### src/rtl/spi_master_seq.sv
// rtl/spi_master_seq.sv - SPI word sequencer with TX FIFO, inter-word gap and SCK watchdog
module spi_master_seq #(
  parameter int SIZE  = 8,
  parameter int DEPTH = 4,
  parameter int GAP   = 2,
  parameter int TMO   = 65535
) (
  input  logic            clk,
  input  logic            rst,
  input  logic [SIZE-1:0] in_data,
  input  logic            in_valid,
  output logic            in_ready,
  output logic [SIZE-1:0] out_data,
  output logic            out_valid,
  output logic            busy,
  output logic            err,
  output logic            spi_en,
  output logic [SIZE-1:0] spi_tx,
  input  logic            spi_sck,
  input  logic [SIZE-1:0] spi_rx
);

  localparam int AW = $clog2(DEPTH);
  localparam int CW = $clog2(SIZE + 1);
  localparam int WW = $clog2(TMO + 1);
  localparam int GW = $clog2(GAP + 1);

  typedef enum logic [2:0] {
    S_IDLE,
    S_LOAD,
    S_XFER,
    S_DONE,
    S_GAP
  } state_t;

  state_t          state;
  state_t          state_nxt;

  logic [SIZE-1:0] mem [DEPTH];
  logic [AW:0]     wr_ptr;
  logic [AW:0]     rd_ptr;
  logic            full;
  logic            empty;
  logic            push;
  logic            pop;

  logic            sck_q;
  logic            fall;
  logic            last_fall;
  logic            timeout;
  logic [CW-1:0]   fall_cnt;
  logic [WW-1:0]   wdog;
  logic [GW-1:0]   gap_cnt;

  // Extra pointer MSB distinguishes full from empty when the index bits match
  assign empty     = (wr_ptr == rd_ptr);
  assign full      = (wr_ptr[AW] != rd_ptr[AW]) && (wr_ptr[AW-1:0] == rd_ptr[AW-1:0]);
  assign in_ready  = !full;
  assign push      = in_valid && in_ready;

  // SCK is only sampled; a falling edge is high-then-low across one clk
  assign fall      = sck_q && !spi_sck;
  assign last_fall = fall && (fall_cnt == CW'(SIZE - 1));
  assign timeout   = !fall && (wdog == WW'(TMO - 1));

  assign busy      = (state != S_IDLE) || !empty;

  // State register
  always_ff @(posedge clk) begin
    if (rst) begin
      state <= S_IDLE;
    end else begin
      state <= state_nxt;
    end
  end

  // Next-state, pop request and SPI enable decode
  always_comb begin
    state_nxt = state;
    spi_en    = 1'b0;
    pop       = 1'b0;
    case (state)
      S_IDLE: begin
        if (!empty) begin
          pop       = 1'b1;
          state_nxt = S_LOAD;
        end
      end
      S_LOAD: begin
        state_nxt = S_XFER;
      end
      S_XFER: begin
        spi_en = 1'b1;
        if (last_fall) begin
          state_nxt = S_DONE;
        end else if (timeout) begin
          state_nxt = S_GAP;
        end
      end
      S_DONE: begin
        state_nxt = S_GAP;
      end
      S_GAP: begin
        if (gap_cnt == GW'(GAP - 1)) begin
          state_nxt = S_IDLE;
        end
      end
      default: begin
        state_nxt = S_IDLE;
      end
    endcase
  end

  // FIFO storage; contents need no reset since the pointers define validity
  always_ff @(posedge clk) begin
    if (push) begin
      mem[wr_ptr[AW-1:0]] <= in_data;
    end
  end

  // FIFO pointers wrap modulo 2*DEPTH
  always_ff @(posedge clk) begin
    if (rst) begin
      wr_ptr <= '0;
      rd_ptr <= '0;
    end else begin
      if (push) begin
        wr_ptr <= wr_ptr + (AW + 1)'(1);
      end
      if (pop) begin
        rd_ptr <= rd_ptr + (AW + 1)'(1);
      end
    end
  end

  // Outgoing word is loaded only on a pop and held otherwise
  always_ff @(posedge clk) begin
    if (rst) begin
      spi_tx <= '0;
    end else if (pop) begin
      spi_tx <= mem[rd_ptr[AW-1:0]];
    end
  end

  // SCK history for edge detection
  always_ff @(posedge clk) begin
    if (rst) begin
      sck_q <= 1'b0;
    end else begin
      sck_q <= spi_sck;
    end
  end

  // Fall counter and watchdog: cleared in LOAD, advanced only in XFER
  always_ff @(posedge clk) begin
    if (rst || state == S_LOAD) begin
      fall_cnt <= '0;
      wdog     <= '0;
    end else if (state == S_XFER) begin
      if (fall) begin
        fall_cnt <= fall_cnt + CW'(1);
        wdog     <= '0;
      end else begin
        wdog     <= wdog + WW'(1);
      end
    end
  end

  // Gap timer runs only while in GAP
  always_ff @(posedge clk) begin
    if (rst || state != S_GAP) begin
      gap_cnt <= '0;
    end else begin
      gap_cnt <= gap_cnt + GW'(1);
    end
  end

  // Result capture in DONE and watchdog strobe; both land as one-cycle pulses
  always_ff @(posedge clk) begin
    if (rst) begin
      out_data  <= '0;
      out_valid <= 1'b0;
      err       <= 1'b0;
    end else begin
      out_valid <= (state == S_DONE);
      err       <= (state == S_XFER) && timeout;
      if (state == S_DONE) begin
        out_data <= spi_rx;
      end
    end
  end

endmodule
### config.mk
export PLATFORM = sky130hd
export DESIGN_NAME = spi_master_seq
export DESIGN_NICKNAME = d
export VERILOG_FILES = /design/src/rtl/spi_master_seq.sv
export SDC_FILE = /design/constraint.sdc
export NUM_CORES = 1
export LEC_CHECK = 0
export BUFFER_PORTS_ARGS = -buffer_cell sky130_fd_sc_hd__buf_2
export CORE_UTILIZATION = 40
export DETAILED_ROUTE_END_ITERATION = 10
export PLACE_DENSITY_LB_ADDON = 0.1
export SYNTH_ARGS = -nofsm -noshare
export SYNTH_HDL_FRONTEND = slang
export SYNTH_SLANG_ARGS = --single-unit
### constraint.sdc
create_clock -name clk -period 2.05 [get_ports clk]
set_clock_uncertainty 0.2 [all_clocks]
set_input_delay 0.1025 -clock clk [delete_from_list [all_inputs] [get_ports clk]]
set_output_delay 0.1025 -clock clk [all_outputs]
set_load 0.01 [all_outputs]
After elaboration in Yosys (flattened, before gate mapping). Memories as Yosys holds them, arrays and structs flattened. A register that Yosys moved wholly into a read port is not among the register bits. Index checks and enable logic that the tools add are counted.

Flip-flop bits (word level): 42. Output and inout bits: 21. Memory bits (read-only): 0. Input bits: 20. Latch bits: 0. Memories kept: 1. Logic and storage cells: 58. RAM bits: 32.

Add/sub/neg operators: 5. Shift operators: 0. Div/mod/pow operators: 0. Bitwise logic cells: 0. Multiplexer cells: 11. $mul: 0. $lt $le $gt $ge: 0. Reductions and logical operators: 17. Eq/ne operators: 14.

Memory list: mem (words 4, width 8, read ports 1, clocked after memory_dff 1, wr ports 1, line 39) `logic [SIZE-1:0] mem [DEPTH];`.

Operators by type and width (number): 16-bit by 1-bit adder with 16-bit output, second input constant (1); 16-bit == test, second input constant (1); 16-bit two-way mux (1); 3-bit case mux with 5 select lines (1); 3-bit two-way mux (4); 3-bit by 1-bit adder with 3-bit output, second input constant (2); 3-bit by 2-bit == test with 1-bit output, second input constant (2); 1-bit logical AND (6); 3-bit != test, second input constant (2); 1-bit two-way mux (5); 4-bit by 1-bit adder with 4-bit output, second input constant (1); 4-bit by 3-bit == test with 1-bit output, second input constant (1); 1-bit logical NOT (4); 2-bit != test, second input constant (2); 3-bit by 1-bit == test with 1-bit output, second input constant (1); 3-bit == test (1); 3-bit == test, second input constant (1); 3-bit logical NOT (1); 1-bit logical OR (3); 3-bit AND reduction (1); 3-bit nonzero test (1); 2-bit by 1-bit adder with 2-bit output, second input constant (1); 2-bit by 1-bit == test with 1-bit output, second input constant (1); 2-bit == test (1); other kinds (2) (2).

Depth between registers and ports, before layout.
Depth after elaboration: 7. Mapped depth: 8. Depth with buffers taken out: 5.

Least setup slack after synthesis. OpenSTA, ideal clock, no wires.

Path type: reg-to-reg. Start: reg state[2]. End: reg wdog[11]. Slack: -0.134 ns. Cell stages (with the launch flop): 8. Arrival: 1.914 ns. Setup time: 0.071 ns. Buffers on the path: 3. Data required time: 1.779 ns. Clock period less this slack: 2.184 ns. Cell sequence: dfxtp_1 -> buf_6 -> or3b_1 -> buf_2 -> or3_1 -> clkbuf_2 -> or4_1 -> a21oi_1.

Longest elaborated chain between the ends: 2. Elaborated cells between the ends (all ways): 3. Classes of those cells: 2 x eq/ne; 1 x reduce/logical.

RTL lines: from (decl) (line 36) `state_t state;`; from (signal assigned) (line 73) `state <= state_nxt;`; 3-bit by 1-bit == test with 1-bit output (line 156) `if (rst || state == S_LOAD) begin`; 1-bit logical OR (line 156); to (signal assigned) (line 164) `wdog <= wdog + WW'(1);`; to (decl) (line 52) `logic [WW-1:0] wdog;`.

Parallel ways exist; a longest one is shown, timed or not. A chain may end at the register's enable or synchronous reset.

Worst setup path after layout.
Start: reg state[1]. End: reg wdog[13].

Same word-level chain as after synthesis.

==> metrics.csv <==
stage,metric,value,unit
status,status,"finished, final reports clean",
grt,remaining global-route overflow,0,
detailed_routing,DRC,0,
sta,fin crit period,1.97,ns
floorplanning,Initial Utilization,41.3,%
clocking,CTS H-Tree Depth,3,
critical_path,arrival time worst endpoint,2.06,ns
yosys,Mapped Nets,322,
yosys,post-synthesis register bit count,82,
yosys,"Seq/Total Area, Yosys",58.1,%
yosys,Post-synth EDFFs,32,
sta,Max Fclk,508,MHz
final_layout,Final #Nets,400,
sta,hold slack,0.0255,ns
critical_path,"critical path fanouts, max",8,
critical_path,critical path endpoint category,register,
sta,RSZ-0062 raised after global routing,false,
yosys,leading area contributor after synthesis,dfxtp_1,
sta,Final Max Slew Viols,0,
detailed_routing,WL/cell,13.3,µm
floorplanning,die area,0.00882,mm²
floorplanning,chip height,93.9,µm
sta,Setup Viol. Count Final,0,
sta,Worst Tran Pin Value,0.583,ns
pwr,LEAKAGE,1.60,nW
final_layout,layout cells sized above 1,25.5,%
clocking,number of CTS-inserted buffers,9,
yosys,most numerous cell in the Yosys netlist,dfxtp_1,
floorplanning,# rows,33,
grt,first-pass GRT wire length,10600,µm
sta,TNS Setup,0,ns
floorplanning,I/O pins,41,
place,pre-CTS setup slack,-0.0305,ns
sta,Final Hold Viols,0,
grt,antenna violations before repair,0,
yosys,synthesized area,0.00338,mm²
critical_path,WP data required,2.14,ns
sta,Final period util,96.0,%
yosys,Post-synth top cells,"dfxtp_1, edfxtp_1, nor2_1",
yosys,Yosys warning count,0,
detailed_routing,detailed-route via count,2344,
place,placed cells,447,
yosys,cell count after synthesis,293,
floorplanning,Die Width,93.9,µm
yosys,Main synth FF type,dfxtp_1,
detailed_routing,post-route ant nets,0,
detailed_routing,Starting DRT DRC Count,65,
yosys,top post-synthesis cells by area,"dfxtp_1, edfxtp_1, mux4_2",
clocking,clock-pin slew on the worst setup and hold paths,0.09,ns
clocking,post-CTS setup buffer count,0,
final_layout,Final Instance Count excl. Fillers,481,
yosys,Synth cell types,45,
flow_run,maxcap violations,0,
detailed_routing,vias per inst,4.87,
clocking,clk_lat worst skew,0.36,ns
yosys,ys async rst share,0,%
grt,vias in the first global route,2244,
clocking,clock sinks,82,
yosys,share of the synthesized area in the top cell type,29.6,%
place,# port buffers,40,
final_layout,n_diodes,0,
yosys,"Avg Cell Area, Syn",11.5,µm²
grt,overall global routing resource usage,16.0,%
sta,worst setup margin,0.0822,ns
clocking,clk buf depth,2,
pwr,Power Density,1010,mW/mm²
hold_path,worst hold-check path type,input port to register,
critical_path,critical path startpoint category,register,
sta,Max-slew headroom,61.2,%
floorplanning,total core area,0.00818,mm²
clocking,Root Buffer,clkbuf_8,
detailed_routing,final wirelength,6410,µm
detailed_routing,DR pass1 iterations,4,
place,Post-DP HPWL,4240,µm
clocking,CTS tree,yes,
grt,largest net degree at the start of global routing,33,
pwr,worst vdd rail ir drop,0.334,mV
critical_path,Crit Path Class,register to register,
final_layout,Area Overhead vs Synth,25.6,%
place,Placer Congestion,0.759,
-- logic make-up after synthesis --
kind of cell	synth area share (%)
AOI/OAI and AO/OA	7.26
xor gates and xnor gates	4.15
muxes	8.29
buffers and inverters	3.52
adders and majority gates	3.33
DFF	58.1
and+or+nand+nor	15.4
-- worst max-delay path: stages, from the launching register on --
cell,delay (ns)
dfxtp_1,0.33
or3b_4,0.40
or3_4,0.44
or4_1,0.40
a21oi_1,0.13
-- layout by cell type (no fill, tap or decap), types with 6 or more instances in the layout --
cell,count
buf_2,40
nor2_1,28
dlygate4sd3_1,18
ha_1,9
and2_1,6
a21oi_1,18
xor2_1,8
dfxtp_1,50
mux2i_1,10
clkbuf_8,9
buf_4,22
edfxtp_1,32
xnor2_1,7
inv_1,11
nand3_1,8
mux4_2,8
nand2_1,26
-- routing by layer --
layer  vias to the layer above  share of wire, %  global-route usage, %
met5                         -                 0                      0
met4                         0               2.1                   6.15
li1                       1204                 -                      -
met1                      1094                51                   21.2
met2                        36                44                   24.7
met3                        10               3.3                   4.53
-- path summary, 6_finish.rpt --
kind	slack, ns	start	cells past startpoint	end
setup / recovery	0.08	state[1]	4	wdog[13]
hold / removal	0.03	rst	2	spi_tx[1]
setup reg to reg	0.08	state[1]	4	wdog[13]
hold reg to reg	0.22	gap_cnt[0]	1	gap_cnt[0]
-- sequential cells by signal, summed over array words and instances (netlist names) --
register / flops
mem: 32
wdog: 16
out_data: 8
spi_tx: 8
fall_cnt: 4
rd_ptr: 3
state: 3
wr_ptr: 3
gap_cnt: 2
err: 1
out_valid: 1
sck_q: 1
-- metrics by stage --
stage / cell area, µm² / utilization [%] / total power, mW
after floorplan: 3390 / - / 2.72
after global placement: 3840 / 47.0 / 3.12
after detailed placement: 3840 / 47.0 / 3.14
after CTS: 4220 / 51.6 / 4.29
after global routing: 4240 / 51.9 / 4.55
final: 4240 / 51.9 / 4.27
-- report_power, final --
part           internal, mW  switching (mW)  leakage (nW)
combinational         0.623           0.610         0.809
clock                 0.465           0.643        0.0940
sequential             1.85          0.0777         0.699
total                  2.94            1.33          1.60
-- layout make-up --
cell class	count	area, µm²
clock buffer	9	124
clock inverter	7	61.3
fill	751	3930
inverter	12	45.0
multi-input combinational	184	1340
sequential	82	1960
tap	105	131
timing repair buffer	82	586
-- what timing repair did --
item | 4_1_cts | 5_1_grt
gates resized for setup | 2 | 5
hold endpoints to repair | 43 | 0
endpoints found under the setup margin | 4 | 23
hold buffers | 18 | 0
Power figures use the tool's default switching activity.
